`config.mk`:
```
export PLATFORM = sky130hd
export DESIGN_NAME = execute_sequencer
export DESIGN_NICKNAME = d
export VERILOG_FILES = /design/src/rtl/execute_sequencer.sv
export SDC_FILE = /design/constraint.sdc
export NUM_CORES = 1
export LEC_CHECK = 0
export BUFFER_PORTS_ARGS = -buffer_cell sky130_fd_sc_hd__buf_2
export CORE_AREA = 3 3 234 236
export DETAILED_ROUTE_END_ITERATION = 7
export DIE_AREA = 0 0 237 239
export PLACE_DENSITY_LB_ADDON = 0.25
export SYNTH_ARGS = -nofsm -noshare
export SYNTH_HDL_FRONTEND = slang
export SYNTH_SLANG_ARGS = --single-unit
```
`constraint.sdc`:
```
create_clock -name clk -period 3.4 [get_ports clk]
set_input_delay 0.34 -clock clk [delete_from_list [all_inputs] [get_ports clk]]
set_output_delay 0.34 -clock clk [all_outputs]
set_load 0.03 [all_outputs]
```
`src/rtl/execute_sequencer.sv`:
```
// Execute-stage sequencer: latches one issued op, drives the external ALU from
// the operand registers, captures the ALU or branch result and holds it until retired.
//
// state | meaning
// ------+------------------------------------------------------------
// IDLE  | no op in flight, ready to accept an issue
// EXEC  | op latched, ALU evaluating; result captured at next edge
// HOLD  | result valid on out_*, waiting for out_ready to retire
module execute_sequencer (
  input  logic        clk,
  input  logic        rst,
  input  logic        in_valid,
  output logic        in_ready,
  input  logic [3:0]  in_func,
  input  logic [63:0] in_src_0,
  input  logic [63:0] in_src_1,
  input  logic        in_branch,
  input  logic [1:0]  in_cond,
  input  logic [63:0] in_pc,
  input  logic [63:0] in_offset,
  input  logic [4:0]  in_rd,
  output logic [3:0]  alu_func,
  output logic [63:0] alu_data_0,
  output logic [63:0] alu_data_1,
  input  logic [63:0] alu_data_2,
  input  logic        alu_eq,
  input  logic        alu_ne,
  input  logic        alu_lt,
  input  logic        alu_le,
  output logic        out_valid,
  input  logic        out_ready,
  output logic [63:0] out_data,
  output logic [4:0]  out_rd,
  output logic        out_redirect,
  output logic [63:0] out_target
);

  typedef enum logic [1:0] {
    ST_IDLE = 2'd0,
    ST_EXEC = 2'd1,
    ST_HOLD = 2'd2
  } state_e;

  state_e      state_q, state_d;

  logic [3:0]  func_q, func_d;
  logic [63:0] src0_q, src0_d;
  logic [63:0] src1_q, src1_d;
  logic        branch_q, branch_d;
  logic [1:0]  cond_q, cond_d;
  logic [63:0] pc_q, pc_d;
  logic [63:0] offset_q, offset_d;
  logic [4:0]  rd_q, rd_d;

  logic [63:0] res_data_q, res_data_d;
  logic [4:0]  res_rd_q, res_rd_d;
  logic        res_redirect_q, res_redirect_d;
  logic [63:0] res_target_q, res_target_d;

  logic        ready_raw;
  logic        latch_op;
  logic        cond_flag;

  always_comb begin
    cond_flag = 1'b0;
    case (cond_q)
      2'd0:    cond_flag = alu_eq;
      2'd1:    cond_flag = alu_ne;
      2'd2:    cond_flag = alu_lt;
      default: cond_flag = alu_le;
    endcase
  end

  always_comb begin
    state_d        = state_q;
    ready_raw      = 1'b0;
    latch_op       = 1'b0;
    res_data_d     = res_data_q;
    res_rd_d       = res_rd_q;
    res_redirect_d = res_redirect_q;
    res_target_d   = res_target_q;

    case (state_q)
      ST_IDLE: begin
        ready_raw = 1'b1;
        if (in_valid) begin
          latch_op = 1'b1;
          state_d  = ST_EXEC;
        end
      end
      ST_EXEC: begin
        if (branch_q) begin
          res_data_d     = 64'd0;
          res_rd_d       = 5'd0;
          res_redirect_d = cond_flag;
          res_target_d   = pc_q + offset_q;
        end else begin
          res_data_d     = alu_data_2;
          res_rd_d       = rd_q;
          res_redirect_d = 1'b0;
          res_target_d   = 64'd0;
        end
        state_d = ST_HOLD;
      end
      ST_HOLD: begin
        ready_raw = out_ready;
        if (out_ready) begin
          // retire and optionally accept the next op on the same edge
          if (in_valid) begin
            latch_op = 1'b1;
            state_d  = ST_EXEC;
          end else begin
            state_d = ST_IDLE;
          end
        end
      end
      default: state_d = ST_IDLE;
    endcase
  end

  always_comb begin
    func_d   = func_q;
    src0_d   = src0_q;
    src1_d   = src1_q;
    branch_d = branch_q;
    cond_d   = cond_q;
    pc_d     = pc_q;
    offset_d = offset_q;
    rd_d     = rd_q;
    if (latch_op) begin
      func_d   = in_func;
      src0_d   = in_src_0;
      src1_d   = in_src_1;
      branch_d = in_branch;
      cond_d   = in_cond;
      pc_d     = in_pc;
      offset_d = in_offset;
      rd_d     = in_rd;
    end
  end

  always_ff @(posedge clk or negedge rst) begin
    if (!rst) begin
      state_q        <= ST_IDLE;
      func_q         <= 4'd0;
      src0_q         <= 64'd0;
      src1_q         <= 64'd0;
      branch_q       <= 1'b0;
      cond_q         <= 2'd0;
      pc_q           <= 64'd0;
      offset_q       <= 64'd0;
      rd_q           <= 5'd0;
      res_data_q     <= 64'd0;
      res_rd_q       <= 5'd0;
      res_redirect_q <= 1'b0;
      res_target_q   <= 64'd0;
    end else begin
      state_q        <= state_d;
      func_q         <= func_d;
      src0_q         <= src0_d;
      src1_q         <= src1_d;
      branch_q       <= branch_d;
      cond_q         <= cond_d;
      pc_q           <= pc_d;
      offset_q       <= offset_d;
      rd_q           <= rd_d;
      res_data_q     <= res_data_d;
      res_rd_q       <= res_rd_d;
      res_redirect_q <= res_redirect_d;
      res_target_q   <= res_target_d;
    end
  end

  // in_ready is gated by rst so it falls the moment reset asserts, not at the next edge
  assign in_ready     = rst & ready_raw;
  assign out_valid    = (state_q == ST_HOLD);
  assign alu_func     = func_q;
  assign alu_data_0   = src0_q;
  assign alu_data_1   = src1_q;
  assign out_data     = res_data_q;
  assign out_rd       = res_rd_q;
  assign out_redirect = res_redirect_q;
  assign out_target   = res_target_q;

endmodule

```
==> metrics, run 1 <==
status=completed; gpl congestion=0.899; pin slew with the least headroom to its limit=around 1000 ps; final hold viol count=0; vias in the first global route=~17000; cell area power density=830 nW/µm²; row cnt=84; Worst-path clk slew=approximately 60 ps; Root Buffer=clkbuf_16; CTS buffer count=45; CP Class=reg2reg; WL per Instance=19.6 µm; Synth warnings=0; Slew Limit Fails=0; layout cells sized above 1=0.398; sum of negative setup slack=0 ps; H-tree lvl count=2; Initial Util=0.358; RR Endpoint=out_target[63]; Critical Path Sink Type=register; initial antenna violation count=6; DR DRC count=0; commonest cells in the netlist=dfrtp_1 (404), mux2_2 (265), nand2_1 (258); Post-synth EDFFs=0; Avg Cell Area, Syn=approximately 11 µm²; global route overflow=0; CP Max Fanout=3; die footprint=between 50000 and 60000 µm²; synthesized area=between 15000 and 20000 µm²; Worst slew margin=0.319; io pins=608; Via Count=around 16000; HP Class=in2reg; DR iter-0 viols=approximately 760; Critical Path AT=between 3000 and 4000 ps; Critical Path Source=pc_q[1]; sequential area share after synthesis=0.536; clk sinks=just over 400; Synth async-reset ratio=1.00; chip height=around 240 µm; post-route setup slack=between 150 and 200 ps; GR Util All Layers=0.220; # Post-CTS Setup Buffers=0; Synth area leaders=dfrtp_1 (54%), mux2_2 (16%), nand2_1 (5.1%), ha_1 (4.2%), o21ai_0 (3.6%); CTS tree=built; number of buffers added on ports=between 600 and 700; largest net degree at the start of global routing=around 120; maximum clock path buffer count=3; Syn Nets=approximately 2100; first-pass GRT wire length=approximately 100 mm; WP data required=roughly 3900 ps; Max Clock Skew=between 15 and 20 ps; Synth-to-Final Area Change=44.6%; Unique masters post-synth=slightly above 70; Yosys top cell area share=0.536; Mapped Cells=~1700; DRT Pass-1 Iters=5; Tot Pwr=around 0.023 W; core area=between 50000 and 60000 µm²; Worst VDD drop=between 500 and 600 µV; Achievable Freq=312 MHz; flops & latches, synth=roughly 400; P_leak=approximately 13 nW; post-route ant nets=0; Final Cycle Share=0.943; dpl ws=around 160 ps; Avg Vias per Cell=4.99; Reg2Reg Depth=11; hpwl dp=about 46 mm; unrepaired setup endpoints after global routing=no; main flop type after synthesis=dfrtp_1; Final setup viols=0; count leader, synth=dfrtp_1; Worst Setup EP=out_target[63]; final WL=about 64 mm; Die Wd=around 240 µm; top cell type by total area after synthesis=dfrtp_1; clk_lat worst skew=580 ps; R2R Path Start=pc_q[1]; Max Cap Violations=0; Nets=2936; fin crit period=around 3200 ps; worst reg2reg setup slack=about 190 ps; final hold slack=about 36 ps; Startpoint Class=register
[worst min-delay path by stage]
| stage | startpoint | endpoint | slack (ps) | depth (start not counted) |
|---|---|---|---|---|
| after floorplan | rst | alu_data_0[0] | 40 | 0 |
| after global placement | rst | alu_data_1[9] | 320 | 1 |
| after detailed placement | rst | alu_data_1[9] | 330 | 1 |
| after CTS | alu_data_2[47] | out_data[47] | 1 | 3 |
| after global routing | in_offset[25] | offset_q[25] | 10 | 2 |
| final | in_pc[36] | pc_q[36] | 40 | 2 |
[final cells by class]
| cell class | count | area, µm² |
|---|---|---|
| fill | 4557 | 25400 |
| sequential | 404 | 10100 |
| multi-input combinational | 1139 | 8330 |
| timing repair buffer | 923 | 6230 |
| clock buffer | 59 | 1280 |
| tap | 688 | 861 |
| clock inverter | 24 | 359 |
| inverter | 19 | 71.3 |
| antenna | 6 | 15.0 |
[kinds of logic after synthesis]
kind of cell	synth area share
fa+ha+maj	0.0429
flops	0.536
buf+inv	0.0244
compound gates	0.119
simple gates	0.0899
mux	0.161
xor+xnor	0.0270
[flip-flops by register name, indices dropped and copies added (netlist names)]
| register | flops |
|---|---|
| alu_data_0 | 64 |
| alu_data_1 | 64 |
| alu_func | 4 |
| branch_q | 1 |
| cond_q | 2 |
| offset_q | 64 |
| out_data | 64 |
| out_rd | 5 |
| out_redirect | 1 |
| out_target | 64 |
| pc_q | 64 |
| rd_q | 5 |
| state_q | 2 |
[per-layer routing]
metal  track usage  wire, µm  part of all wire  vias up
met2         0.392     32300              0.51      617
met4        0.0682      1870             0.029        0
li1              -         -                 -     7632
met1         0.263     25300              0.40     7943
met5             0         0                 0        -
met3        0.0513      4280             0.067      100
[cells in the final DEF, fill, tap and decap left out, drive strengths merged, types with 5 or more instances in the layout]
master / netlist / routed
o21ai: 160 / 160
nor4: 5 / 5
dfrtp: 404 / 404
buf: 16 / 646
xor2: 25 / 25
mux2: 265 / 265
o211ai: 5 / 5
clkinvlp: 0 / 5
nor3: 11 / 11
clkbuf: 84 / 59
a31oi: 7 / 7
o311ai: 7 / 7
a21o: 31 / 31
o21bai: 15 / 15
a21oi: 75 / 75
dlygate4sd3: 0 / 277
nand2b: 13 / 13
nand3: 14 / 14
bufinv: 0 / 8
diode: 0 / 6
and2: 6 / 6
clkinv: 0 / 8
nand2: 258 / 258
nor2: 34 / 34
xnor2: 33 / 33
inv: 19 / 22
o31ai: 12 / 12
ha: 63 / 63
o21a: 13 / 13
nand4: 22 / 22
and3: 6 / 6
nor2b: 8 / 8
[where the power goes]
part           switching (W)  leakage, nW  internal (W)
registers           0.000860         4.90       0.00624
logic                0.00641         7.21       0.00378
clock network        0.00206        0.795       0.00328
total                0.00932         12.9        0.0133
[critical path: stages, from the launching register on]
cell      delay (ps)
dfrtp_1          380
ha_1             320
a211oi_2         270
o21bai_1         160
o22a_1           270
a21o_1           220
a2111o_1         490
a21oi_4          260
o31ai_1          170
o21ai_1          200
mux2i_1          230
nand3_1           90
[through the flow]
step / util / std cells / instance area, µm²
final: 0.518 / 3262 / 27300
after global routing: 0.518 / 3262 / 27300
after CTS: 0.516 / 3256 / 27200
after detailed placement: 0.433 / 2896 / 22800
after global placement: 0.433 / 2896 / 22800
after floorplan: - / 1662 / 18800
[repair_timing]
action	in CTS	in global routing
endpoints found under the hold margin	323	0
resized for setup	0	7
hold buffers	277	0
setup endpoints to repair	0	8
Note: power is estimated with default switching activity, not from simulation.
==> run 2, diff against run 1 <==
- PLACE_DENSITY: not set -> 0.64
- PLACE_DENSITY_LB_ADDON: 0.25 -> not set
==> run 2 against run 1 <==
Net effect:
- highest routed layer unchanged
- critical endpoint is now out_target[56]
- first-iteration DRC count increased by 1.7%
- via count shrank 0.67%
- clock skew shrank 3.4 ps
- clock-buffer cell count increased by 4
- non-clock buffer count fell by 34
- clock power is 3.9% lower
- routed wire length down 0.17%
- critical path depth fell by 1
- global-route usage decreased by 0.23 points
- cell count is 1.0% lower
==> metrics, run 2 (synthesis results as in run 1) <==
WL per Instance=19.7 µm (+0.85%); Final setup viols=0 (unchanged); CTS tree=built; CP Class=reg2reg; fin crit period=3300 ps (+95.2 ps); post-route ant nets=0 (unchanged); sum of negative setup slack=0 ps (unchanged); DRT Pass-1 Iters=7 (+2); hpwl dp=45.7 mm (-1.5%); final WL=63.7 mm (-0.17%); met3 Resource Use GR=0.0451 (-0.00623); CTS buffer count=46 (+2.2%); clock share of power=0.229 (-0.007); Max Clock Skew=14.0 ps (-3.42 ps); Nets=2903 (-1.1%); global route overflow=0 (unchanged); final hold slack=29.4 ps (-7.01 ps); Worst-path clk slew=60 ps (about the same); GR Util met2=0.388 (-0.00342); Final Util=0.509 (-0.00832); initial antenna violation count=5 (-1); H-tree lvl count=2 (unchanged); WP data required=3820 ps (-30 ps); first-pass GRT wire length=97.7 mm (-1.3%); Worst slew margin=0.305 (-0.0141); Final Cycle Share=0.971 (+0.0280); core area=52700 µm² (unchanged); most common cell after layout, fill and taps aside=buf_2; Die Wd=237 µm (unchanged); Initial Util=0.358 (unchanged); Startpoint Class=register; Net Sw Frac=0.416 (+0.00413); maximum clock path buffer count=3 (unchanged); commonest cells after routing, fill and taps aside=buf_2 (606), dfrtp_1 (404), mux2_2 (265), nand2_1 (257), dlygate4sd3_1 (251); # Post-CTS Setup Buffers=0 (unchanged); DR iter-0 viols=775 (+1.7%); HP Class=in2reg; Achievable Freq=303 MHz (-2.9%); Critical Path AT=3730 ps (+80 ps); Critical Path Sink Type=register; DR DRC count=0 (unchanged); row cnt=84 (unchanged); GRT Max-Usage Layer=met2; chip height=239 µm (unchanged); largest net degree at the start of global routing=131 (+8.3%); GR Util All Layers=0.217 (-0.00232); clk sinks=404 (unchanged); NetSw=0.00931 W (-0.15%); Slew Limit Fails=0 (unchanged); combinational share of power=0.453 (+0.003); clk_lat worst skew=570 ps (about the same); fillcell total=4529 (-0.61%); Via Count=16200 (-0.67%); Pint=0.0131 W (-1.8%); number of buffers added on ports=607 (unchanged); Avg Vias per Cell=5.01 (+0.35%); unrepaired setup endpoints after global routing=no; CP Max Fanout=7 (+4); Root Buffer=clkbuf_16; Worst VDD drop=402 µV (-26%); io pins=608 (unchanged); P_leak=12.7 nW (-1.5%); die footprint=56600 µm² (unchanged); met1 usage=0.257 (-0.00652); status=completed; cell area power density=834 nW/µm² (+0.48%); vias in the first global route=17100 (-0.62%); layout cells sized above 1=0.399 (+0.00147); final hold viol count=0 (unchanged); Max Cap Violations=0 (unchanged); gpl congestion=0.898 (-0.17%); register share of total power=0.318 (+0.004); Synth-to-Final Area Change=42.3%; pin slew with the least headroom to its limit=1040 ps (+24.8 ps)
-- run 2: cell types whose count changed in the layout (fill, tap and decap cells not counted), sizes merged --
cell	before	now
diode	6	5
clkbuf	59	63
clkinvlp	5	3
inv	22	21
clkinv	8	12
dlygate4sd3	277	251
buf	646	638
bufinv	8	5
-- run 2: timing repair --
item                                   in CTS  in global routing
setup endpoints to repair                   0                 13
gates resized for setup                     0                  8
hold buffers                              251                  0
endpoints found under the hold margin     304                  0
-- run 2: layout make-up --
cell class	instances	area [µm²]	area share
Clock inverter	22	258	0.00961
Antenna cell	5	12.5	0.000467
Multi-Input combinational cell	1139	8330	0.311
Timing Repair Buffer	889	5870	0.219
Tap cell	688	861	0.0321
Inverter	19	71.3	0.00266
Sequential cell	404	10100	0.377
Clock buffer	63	1310	0.0487
-- run 2: power groups by stage --
stage | logic (W) | clock network (W) | registers [W]
3_5_place_dp | 0.00984 | 0 | 0.00714
5_1_grt | 0.0109 | 0.00546 | 0.00726
2_1_floorplan | 0.00475 | 0 | 0.00899
6_report | 0.0101 | 0.00512 | 0.00710
3_3_place_gp | 0.00977 | 0 | 0.00709
4_1_cts | 0.0101 | 0.00527 | 0.00708
-- run 2: critical path: stages (launching register included) --
cell	delay (ps)
dfrtp_1	390
ha_1	400
a21o_1	220
o41ai_1	530
a311oi_2	210
nor3_2	400
o311ai_2	140
a221oi_2	460
o21bai_1	160
xnor2_1	170
o21ai_1	70
-- run 2: layer usage --
layer  wire [µm]  vias to the layer above  part of all wire
li1            -                     7563                 -
met1       25400                     7917              0.40
met2       31900                      593              0.50
met3        3770                      110             0.059
met4        2520                        0             0.040
met5           0                        -                 0
-- run 2: worst paths after layout --
kind	startpoint	to	slack, ps	cells after the start
hold reg to reg	out_target[0]	out_target[0]	470	2
max in group asynchronous	rst	offset_q[13]	1960	3
hold / removal	in_offset[60]	offset_q[60]	30	2
setup / recovery	pc_q[15]	out_target[56]	100	10
setup reg to reg	pc_q[15]	out_target[56]	100	10
min in group asynchronous	rst	out_data[26]	340	2
-- run 2: through the flow --
step	cells	setup slack, ps	cell area [µm²]	power, W
after floorplan	1662	612	18800	0.0137
after global placement	2888	42.4	22700	0.0169
after detailed placement	2888	41.1	22700	0.0170
after CTS	3224	6.01	26800	0.0225
after global routing	3228	0.196	26800	0.0237
final	3229	98.8	26800	0.0224
